[config.mk]
export PLATFORM = sky130hd
export DESIGN_NAME = regfile_wb_sched
export DESIGN_NICKNAME = d
export VERILOG_FILES = /design/src/rtl/regfile_pkg.sv /design/src/rtl/regfile_wb_sched_rr_arbiter.sv /design/src/rtl/regfile_wb_sched.sv
export SDC_FILE = /design/constraint.sdc
export NUM_CORES = 1
export LEC_CHECK = 0
export CORE_MARGIN = 4
export CORE_UTILIZATION = 44
export CTS_CLUSTER_DIAMETER = 40
export CTS_CLUSTER_SIZE = 28
export DETAILED_ROUTE_END_ITERATION = 6
export PLACE_DENSITY = 0.82
export SLEW_MARGIN = 40
export SYNTH_ARGS = -nofsm -noshare
export SYNTH_HDL_FRONTEND = slang
export SYNTH_SLANG_ARGS = --single-unit
[constraint.sdc]
create_clock -name clk -period 4.6 [get_ports clk]
set_clock_uncertainty 0.2 [all_clocks]
set_input_delay 0.92 -clock clk [delete_from_list [all_inputs] [get_ports clk]]
set_output_delay 0.92 -clock clk [all_outputs]
set_load 0.005 [all_outputs]
[src/rtl/regfile_pkg.sv]
// Shared constants for the register-file write-back path: data/address widths
// and the fixed requester slots on the single write port.
package regfile_pkg;
    localparam int XLEN    = 32;
    localparam int AW      = 5;
    localparam int NREG    = 1 << AW;
    localparam int REQ_ALU = 0;
    localparam int REQ_LSU = 1;
    localparam int REQ_MDU = 2;
    localparam int NUM_REQ = 3;
endpackage

[src/rtl/regfile_wb_sched_rr_arbiter.sv]
// Round-robin arbiter: one-hot grant to the first requester after the last winner.
// The pointer only moves when the caller reports the grant was consumed.
module rr_arbiter #(
    parameter int N = 3
) (
    input  logic         clk,
    input  logic         rst,
    input  logic [N-1:0] req,
    input  logic         advance,
    output logic [N-1:0] gnt
);
    localparam int PW = (N > 1) ? $clog2(N) : 1;

    logic [PW-1:0] r_ptr;
    logic [PW-1:0] w_idx;

    always_comb begin : p_search
        int   c;
        logic found;
        gnt   = '0;
        w_idx = r_ptr;
        found = 1'b0;
        c     = 0;
        for (int k = 1; k <= N; k++) begin
            c = int'(r_ptr) + k;
            if (c >= N) c = c - N;
            if (!found && req[c]) begin
                gnt[c] = 1'b1;
                w_idx  = PW'(c);
                found  = 1'b1;
            end
        end
    end

    // Reset to the last slot so requester 0 is first in line.
    always_ff @(posedge clk or posedge rst) begin
        if (rst) begin
            r_ptr <= PW'(N - 1);
        end else if (advance && (|req)) begin
            r_ptr <= w_idx;
        end
    end
endmodule

[src/rtl/regfile_wb_sched.sv]
// Write-back scheduler for the 32x32 register file: arbitrates the single write
// port among execution units and keeps a busy scoreboard that stalls RAW/WAW issue.
module regfile_wb_sched #(
    parameter int NUM_REQ = regfile_pkg::NUM_REQ,
    parameter int XLEN    = regfile_pkg::XLEN,
    parameter int AW      = regfile_pkg::AW
) (
    input  logic                    clk,
    input  logic                    rst,
    input  logic                    iss_valid,
    input  logic [AW-1:0]           iss_rs1,
    input  logic [AW-1:0]           iss_rs2,
    input  logic [AW-1:0]           iss_rd,
    input  logic                    iss_has_rd,
    output logic                    iss_stall,
    input  logic [NUM_REQ-1:0]      wb_valid,
    input  logic [NUM_REQ*AW-1:0]   wb_rd,
    input  logic [NUM_REQ*XLEN-1:0] wb_data,
    output logic [NUM_REQ-1:0]      wb_ready,
    output logic                    rf_we,
    output logic [AW-1:0]           rf_rd_addr,
    output logic [XLEN-1:0]         rf_rd_data,
    output logic [(1<<AW)-1:0]      sb_busy,
    output logic                    sb_err
);
    localparam int NR = 1 << AW;

    logic [NUM_REQ-1:0] w_gnt;
    logic               w_xfer;
    logic               w_write;
    logic [AW-1:0]      w_rd;
    logic [XLEN-1:0]    w_data;
    logic               w_issue;
    logic [NR-1:0]      w_busy_nxt;
    logic [NR-1:0]      r_busy;
    logic               r_err;
    logic               r_we_p1;
    logic [AW-1:0]      r_addr_p1;
    logic [XLEN-1:0]    r_data_p1;

    rr_arbiter #(.N(NUM_REQ)) u_arb (
        .clk     (clk),
        .rst     (rst),
        .req     (wb_valid),
        .advance (w_xfer),
        .gnt     (w_gnt)
    );

    assign wb_ready = w_gnt;
    assign w_xfer   = |w_gnt;
    assign w_write  = w_xfer && (w_rd != '0);

    always_comb begin
        w_rd   = '0;
        w_data = '0;
        for (int i = 0; i < NUM_REQ; i++) begin
            if (w_gnt[i]) begin
                w_rd   = wb_rd[i*AW +: AW];
                w_data = wb_data[i*XLEN +: XLEN];
            end
        end
    end

    assign iss_stall = iss_valid & (r_busy[iss_rs1] | r_busy[iss_rs2] | (iss_has_rd & r_busy[iss_rd]));
    assign w_issue   = iss_valid & ~iss_stall & iss_has_rd & (iss_rd != '0);

    // Clear on the commit edge, then set; a same-index set therefore wins.
    always_comb begin
        w_busy_nxt = r_busy;
        if (r_we_p1) w_busy_nxt[r_addr_p1] = 1'b0;
        if (w_issue) w_busy_nxt[iss_rd] = 1'b1;
        w_busy_nxt[0] = 1'b0;
    end

    // Write-port stage: the granted payload lands on the register file one cycle later.
    always_ff @(posedge clk or posedge rst) begin
        if (rst) begin
            r_busy    <= '0;
            r_err     <= 1'b0;
            r_we_p1   <= 1'b0;
            r_addr_p1 <= '0;
            r_data_p1 <= '0;
        end else begin
            r_busy  <= w_busy_nxt;
            r_we_p1 <= w_write;
            if (w_write) begin
                r_addr_p1 <= w_rd;
                r_data_p1 <= w_data;
                if (!r_busy[w_rd]) r_err <= 1'b1;
            end
        end
    end

    assign rf_we      = r_we_p1;
    assign rf_rd_addr = r_addr_p1;
    assign rf_rd_data = r_data_p1;
    assign sb_busy    = r_busy;
    assign sb_err     = r_err;
endmodule
# --- Word level (Yosys, flattened, before mapping) ---
# Cells that the tools add are included.
op_classes:
  addsub: 6
  order_cmp: 16
  n_mux: 46
  bitwise: 14
  n_reduce_logical: 18
ops:
  columns: ["operator", "n"]
  rows:
  - ["$mux 32", 8]
  - ["$ge 32x1->1 const B", 3]
  - ["$ge 32x3->1 const B", 3]
  - ["$lt 32x4->1 const B", 3]
  - ["$sub 32x3->32 const B", 3]
  - ["$and 32x32->32", 1]
  - ["$not 32->32", 1]
  - ["$or 32x32->32", 1]
  - ["$lt 5x6->1 const B", 5]
  - ["$bmux 1 s5", 4]
  - ["$mux 1", 17]
  - ["$mux 5", 3]
  - ["$demux 1 s5", 2]
  - ["$ge 5x1->1 const B", 2]
  - ["$reduce_bool 5->1", 2]
  - ["$logic_and 1x1->1", 9]
  - ["$mux 3", 3]
  - ["$add 2x2->3 const B", 2]
  - ["$bmux 1 s2", 3]
  - ["$demux 1 s2", 3]
  - ["$mux 2", 3]
  - ["$or 3x3->3", 2]
  - ["$reduce_or 3->1", 2]
  - ["$and 1x1->1", 5]
  - ["other kinds (6)", 10]
totals:
  ff_bits: 72
  inputBits: 133
  out_inout_bits: 75
  elab_cells: 106

# --- Longest topological paths before layout ---
# Gate-level depths: netlist (run 1).
logic_depth:
  word_depth: 20
  ltp_mapped: 18
  mapped_depth_nobuf: 13

# --- Modules after synthesis ---
# From an unflattened synthesis (run 1), not the netlist that was laid out.
hier_totals:
  hier_cells: 568
  hier_area_um2: 5033.6
by_module_without_submodules:
  columns: ["module", "n_inst", "cells_per_inst", "area_each_um2", "seq_area_each_um2"]
  rows:
  - ["regfile_wb_sched", 1, 506, 4538.1, 1751.7]
  - ["rr_arbiter", 1, 62, 495.5, 51.3]

# --- Worst setup path before layout (run 1) ---
# No wires, ideal clock.
synth_timing:
  kind: "register to register"
  from: "reg u_arb.r_ptr[1]"
  to: "reg r_err (netlist: sb_err)"
  setup_ps: 66
  arrival_ps: 3893
  required_time_ps: 4334
  path_slack_ps: 441
  stages_incl_launch_ff: 13
  path_cell_list: "dfstp_2 inv_1 ha_1 buf_6 mux2_4 a222oi_1 nand2_1 o221a_2 o31ai_4 mux4_1 mux2_1 nand3_1 a41o_1"
synth_between:
  elab_chain_cells: 20
  elab_cells_between_ends: 57
  classes_between: "6 x add/sub; 9 x order compare; 28 x mux; 3 x bitwise; 11 x reduce/logical"
synth_lines:
  columns: ["element", "line_no", "text"]
  rows:
  - ["start: declaration", "regfile_wb_sched_rr_arbiter.sv:14", "logic [PW-1:0] r_ptr;"]
  - ["start signal: assignment", "regfile_wb_sched_rr_arbiter.sv:38", "r_ptr <= PW'(N - 1);"]
  - ["start signal: assignment", "regfile_wb_sched_rr_arbiter.sv:40", "r_ptr <= w_idx;"]
  - ["branches (longest 12 deep; another with $sub 32x3->32)", null, null]
  - ["$mux 3 (*)", "regfile_wb_sched_rr_arbiter.sv:27", "if (!found && req[c]) begin"]
  - ["$mux 5 (3 in a row)", "regfile_wb_sched.sv:57", "if (w_gnt[i]) begin"]
  - ["$bmux 1 s5", "regfile_wb_sched.sv:89", "if (!r_busy[w_rd]) r_err <= 1'b1;"]
  - ["$mux 1 (not written as such)", "regfile_wb_sched.sv:89", null]
  - ["$not 1->1 (no source line)", null, null]
  - ["$reduce_and 2->1 (no source line) (*)", null, null]
  - ["end signal: assignment", "regfile_wb_sched.sv:79", "r_err <= 1'b0;"]
  - ["end signal: assignment", "regfile_wb_sched.sv:89", null]
  - ["end: declaration", "regfile_wb_sched.sv:36", "logic r_err;"]
# Mark *: on every way between the ends. The select of a mux whose other input is x is not followed.
# A chain may end at the register's enable or synchronous reset.

# --- Final worst setup path (run 1) ---
layout_timing:
  from: "reg u_arb.r_ptr[0]"
  to: "out wb_ready[1]"
layout_between:
  elab_chain_cells: 13
  elab_cells_between_ends: 47
  classes_between: "6 x add/sub; 9 x order compare; 23 x mux; 2 x bitwise; 7 x reduce/logical"
layout_lines:
  columns: ["element", "line_no", "text"]
  rows:
  - ["branches (longest 12 deep; another with $sub 32x3->32)", null, null]
  - ["$mux 3 (*)", "regfile_wb_sched_rr_arbiter.sv:27", null]
  - ["end: declaration", "regfile_wb_sched.sv:19", "output logic [NUM_REQ-1:0] wb_ready,"]
# Marked as above.

==> impl_metrics.toml, run 1 <==
[run_status]
result_of_the_run = "finished, final reports clean"

[global_routing]
gr-total-overflow = 0
largest_net_degree_at_the_start_of_global_routing = 70
grt_pass1_wl_um = 29300
initial_antenna_violation_count = 0
first_global_vias = 5439
global_route_usage_over_all_layers_pct = 28.6

[yosys]
yosys-top-cells-area = "dfrtp_1 35%, mux4_2 11%, o21ai_0 6.7%, a221oi_1 5.6%, o31ai_1 4.9%"
synth_top_flop_cell = "dfrtp_1"
synthDominantAreaCellType = "dfrtp_1"
synthDominantCellAreaShare_pct = 35.3
synth-edff-count = 0
synth-compound-area-share_pct = 25.9
post_synth_mux_area_share_pct = 16.3
synthesized_area_fraction_occupied_by_and_or_nand_nor_cells_pct = 14.4
synth_async_sr_flop_share_pct = 100
synthAdderAreaFrac_pct = 1.49
mappedNetlistArea_sq_um = 5030
main_combinational_cell_family_by_area_after_synthesis = "compound AO/OA/AOI/OAI gates"
netlist-cell-type-count = 70
postSynthNetCount = 652
seq_area_frac_synth_pct = 35.9
mean_instance_size_in_the_synthesized_netlist_sq_um = 9.80
ys_ff_latch = 72
synth_warnings = 0
synth_xor_xnor_area_share_pct = 0
postSynthCellCount = 513

[placed_design]
placement.setup.worst_slack_ns = 0.0560
place_hpwl_um = 14200
cell_area_placed_sq_um = 7220
gpl.final_weighted_congestion = 0.975
place.port_buffers = 206

[sta]
hold_viol = 0
final-setup-viol-count = 0
fmax_mhz = 225
max_slew_margin_pct = 61.5
setup_tns_ns = 0
worst_pin_slew_ns = 0.578
worst_setup_slack_after_layout_ns = 0.153
final-max-slew-violation-count = 0
final_min_period_over_clock_period_pct = 96.7
final.min_clock_period_ns = 4.45

[clocking]
clock_pin_slew_on_the_worst_setup_and_hold_paths_ns = 0.06
clk_latency_ns = 0.34
tritoncts = "built"
cts_num_sinks = 72
cts.root.buffer_cell = "clkbuf_16"
postCtsHoldBufs = 0
numCtsBuffers = 9
bufs_on_longest_clock_path = 2
clock_tree.htree_level_count = 3

[cells_and_area]
layout_utilization_pct = 68.4
drive_gt1_share_pct = 13.3
areaGrowthSynthToFinish_pct = 50.0
antennaDiodeCount = 0
design_area_sq_um = 7540
layout.nets = 847

[power]
total_chip_power_w = 0.00558
power.density_cell_area_nw_per_um2 = 740
total_leakage_power_nw = 2.90
power.ir.vdd_worst_uv = 437

[setup_path]
cp_data_arrival_time_ns = 3.33
critPathBufInv = 4
cp_top_family = "buffers and inverters"
critical-path-top-cell-by-count = "buf_4"
critical_path.startpoint_type = "flop"
cpMaxStageDelayCell = "clkdlybuf4s50_1"
cp_data_required_time_ns = 3.48
crit_fanout = 8
path_cells = "inv_1 -> ha_1 -> mux2_4 -> a222oi_1 -> buf_4 -> buf_4 -> nand3_2 -> nand2_1 -> clkdlybuf4s50_1"
worst_setup_path_end_kind = "primary output"
slowest_delay_ns = 0.54
worst-setup-path-type = "flop to primary output"

[routing]
drt-wirelength-per-cell_um = 22.1
ant_nets = 0
routed_via_density = 6.39
drtPass1Iterations = 7
drt-total-wl_um = 18900
detail_route.drc_violations = 0
initialDrtViolationCount = 423
dr_total_vias = 5449

[job]
max_cap_violations = 0

[floorplanning]
floorplan.core_area_sq_um = 11000
dieArea_sq_um = 13200
die_width_um = 115
die_y_um = 115
io_pins = 208
initial_utilization_pct = 45.6
core.rowCount = 38

[min_path]
min-delay-path-class = "flop to flop"
per-stage QoR:
stage | hold WS, ns | cells
3_5_place_dp | 0.266 | 836
4_1_cts | 0.278 | 852
3_3_place_gp | 0.262 | 836
5_1_grt | 0.298 | 853
2_1_floorplan | 0.260 | 513
6_report | 0.275 | 853
routing by layer:
layer / global-route usage (%) / part of all wire [%] / routed length [um] / vias up
li1: - / - / - / 2378
met2: 47.5 / 49 / 9270 / 368
met1: 34.9 / 37 / 6990 / 2647
met5: 0 / 0 / 0 / -
met3: 8.16 / 11 / 2040 / 56
met4: 12.1 / 3.0 / 574 / 0
cell usage after synthesis, drive strengths merged, types with 3 or more instances:
library cell and number:
a21oi 7, a221oi 32, a311oi 3, a31oi 6, and3 4, and4 3, buf 13, clkbuf 28
dfrtp 71, ha 6, inv 14, mux2 7, mux2i 12, mux4 27, nand2 60, nand2b 4
nand3 8, nand3b 10, nand4 3, nor2 42, o211ai 7, o21a 4, o21ai 70, o31ai 34
or3b 4
area by class of cell:
class,instances,area [sq um]
repair buffers,225,2260
clock buffers,12,256
clock inverters,4,52.6
inverters,14,57.6
flip-flops and latches,72,1800
well taps,140,175
multi-input cells,386,2940
fillers,878,3490
report_power, final:
part           switching, W  total, W  internal, W
Clock              0.000272  0.000722     0.000451
Sequential         0.000412   0.00137     0.000958
Combinational       0.00175   0.00349      0.00174
path summary, 6_finish.rpt:
path	cells after the start	slack, ns	to	startpoint
hold / removal	2	0.28	rf_rd_data[27]$_DFFE_PP0P_	rf_rd_data[27]$_DFFE_PP0P_
setup / recovery	9	0.15	wb_ready[1]	u_arb.r_ptr[0]$_DFFE_PP0P_
min in group asynchronous	2	0.79	rf_rd_data[30]$_DFFE_PP0P_	rst
max in group asynchronous	3	2.61	rf_rd_data[23]$_DFFE_PP0P_	rst
hold reg to reg	2	0.28	rf_rd_data[27]$_DFFE_PP0P_	rf_rd_data[27]$_DFFE_PP0P_
setup reg to reg	14	0.35	rf_rd_data[2]$_DFFE_PP0P_	u_arb.r_ptr[0]$_DFFE_PP0P_
placed cells by master, fill, tap and decap left out, types with 3 or more instances in the layout:
cell and instances:
a31oi_1 4, ha_1 6, o31ai_1 33, nand4_1 3, o21ai_0 66, nor2_1 42
and3_2 3, o211ai_1 7, a221oi_1 32, a21oi_1 6, nand2b_1 3, mux2i_1 12
nand2_1 59, buf_4 15, o21a_1 3, a311oi_1 3, buf_12 4, inv_1 12
mux2_2 5, clkdlybuf4s50_1 204, clkbuf_16 9, dfrtp_1 71, nand3_1 7, or3b_2 4
mux4_2 25, nand3b_1 10
flip-flops by register name, summed over array words and instances, names as in the netlist:
name	cells
rf_rd_data	32
sb_busy	31
rf_rd_addr	5
u_arb.r_ptr	2
rf_we	1
sb_err	1
worst reg2reg max path, cell delays in order, from the launching register on:
cell	delay, ns
dfrtp_1	0.48
inv_1	0.17
ha_1	0.47
mux2_4	0.34
a222oi_1	0.39
buf_4	0.21
buf_4	0.14
nand3_2	0.14
nand2_1	0.13
buf_4	0.34
a221o_1	0.23
o21ai_2	0.10
and4_2	0.27
buf_12	0.19
o31ai_1	0.35
logic make-up (layout without fill, tap and decap cells):
logic type      Yosys count  after routing
fa+ha+maj                 6              6
compound gates          183            183
simple gates            150            150
other cells               1              1
buf+inv                  55            255
flops                    72             72
mux                      46             46
timing repair:
item | 4_1_cts | 5_1_grt
buffers inserted | 0 | 1
gates resized for setup | 0 | 3
setup endpoints to repair | 0 | 4
No activity file was read; power rests on OpenSTA's default activity.
==> run 2, diff against run 1 <==
CAP_MARGIN = 30   (was not set)
==> results of run 2 <==
Final layout, timing and power as in run 1 (identical DEF).
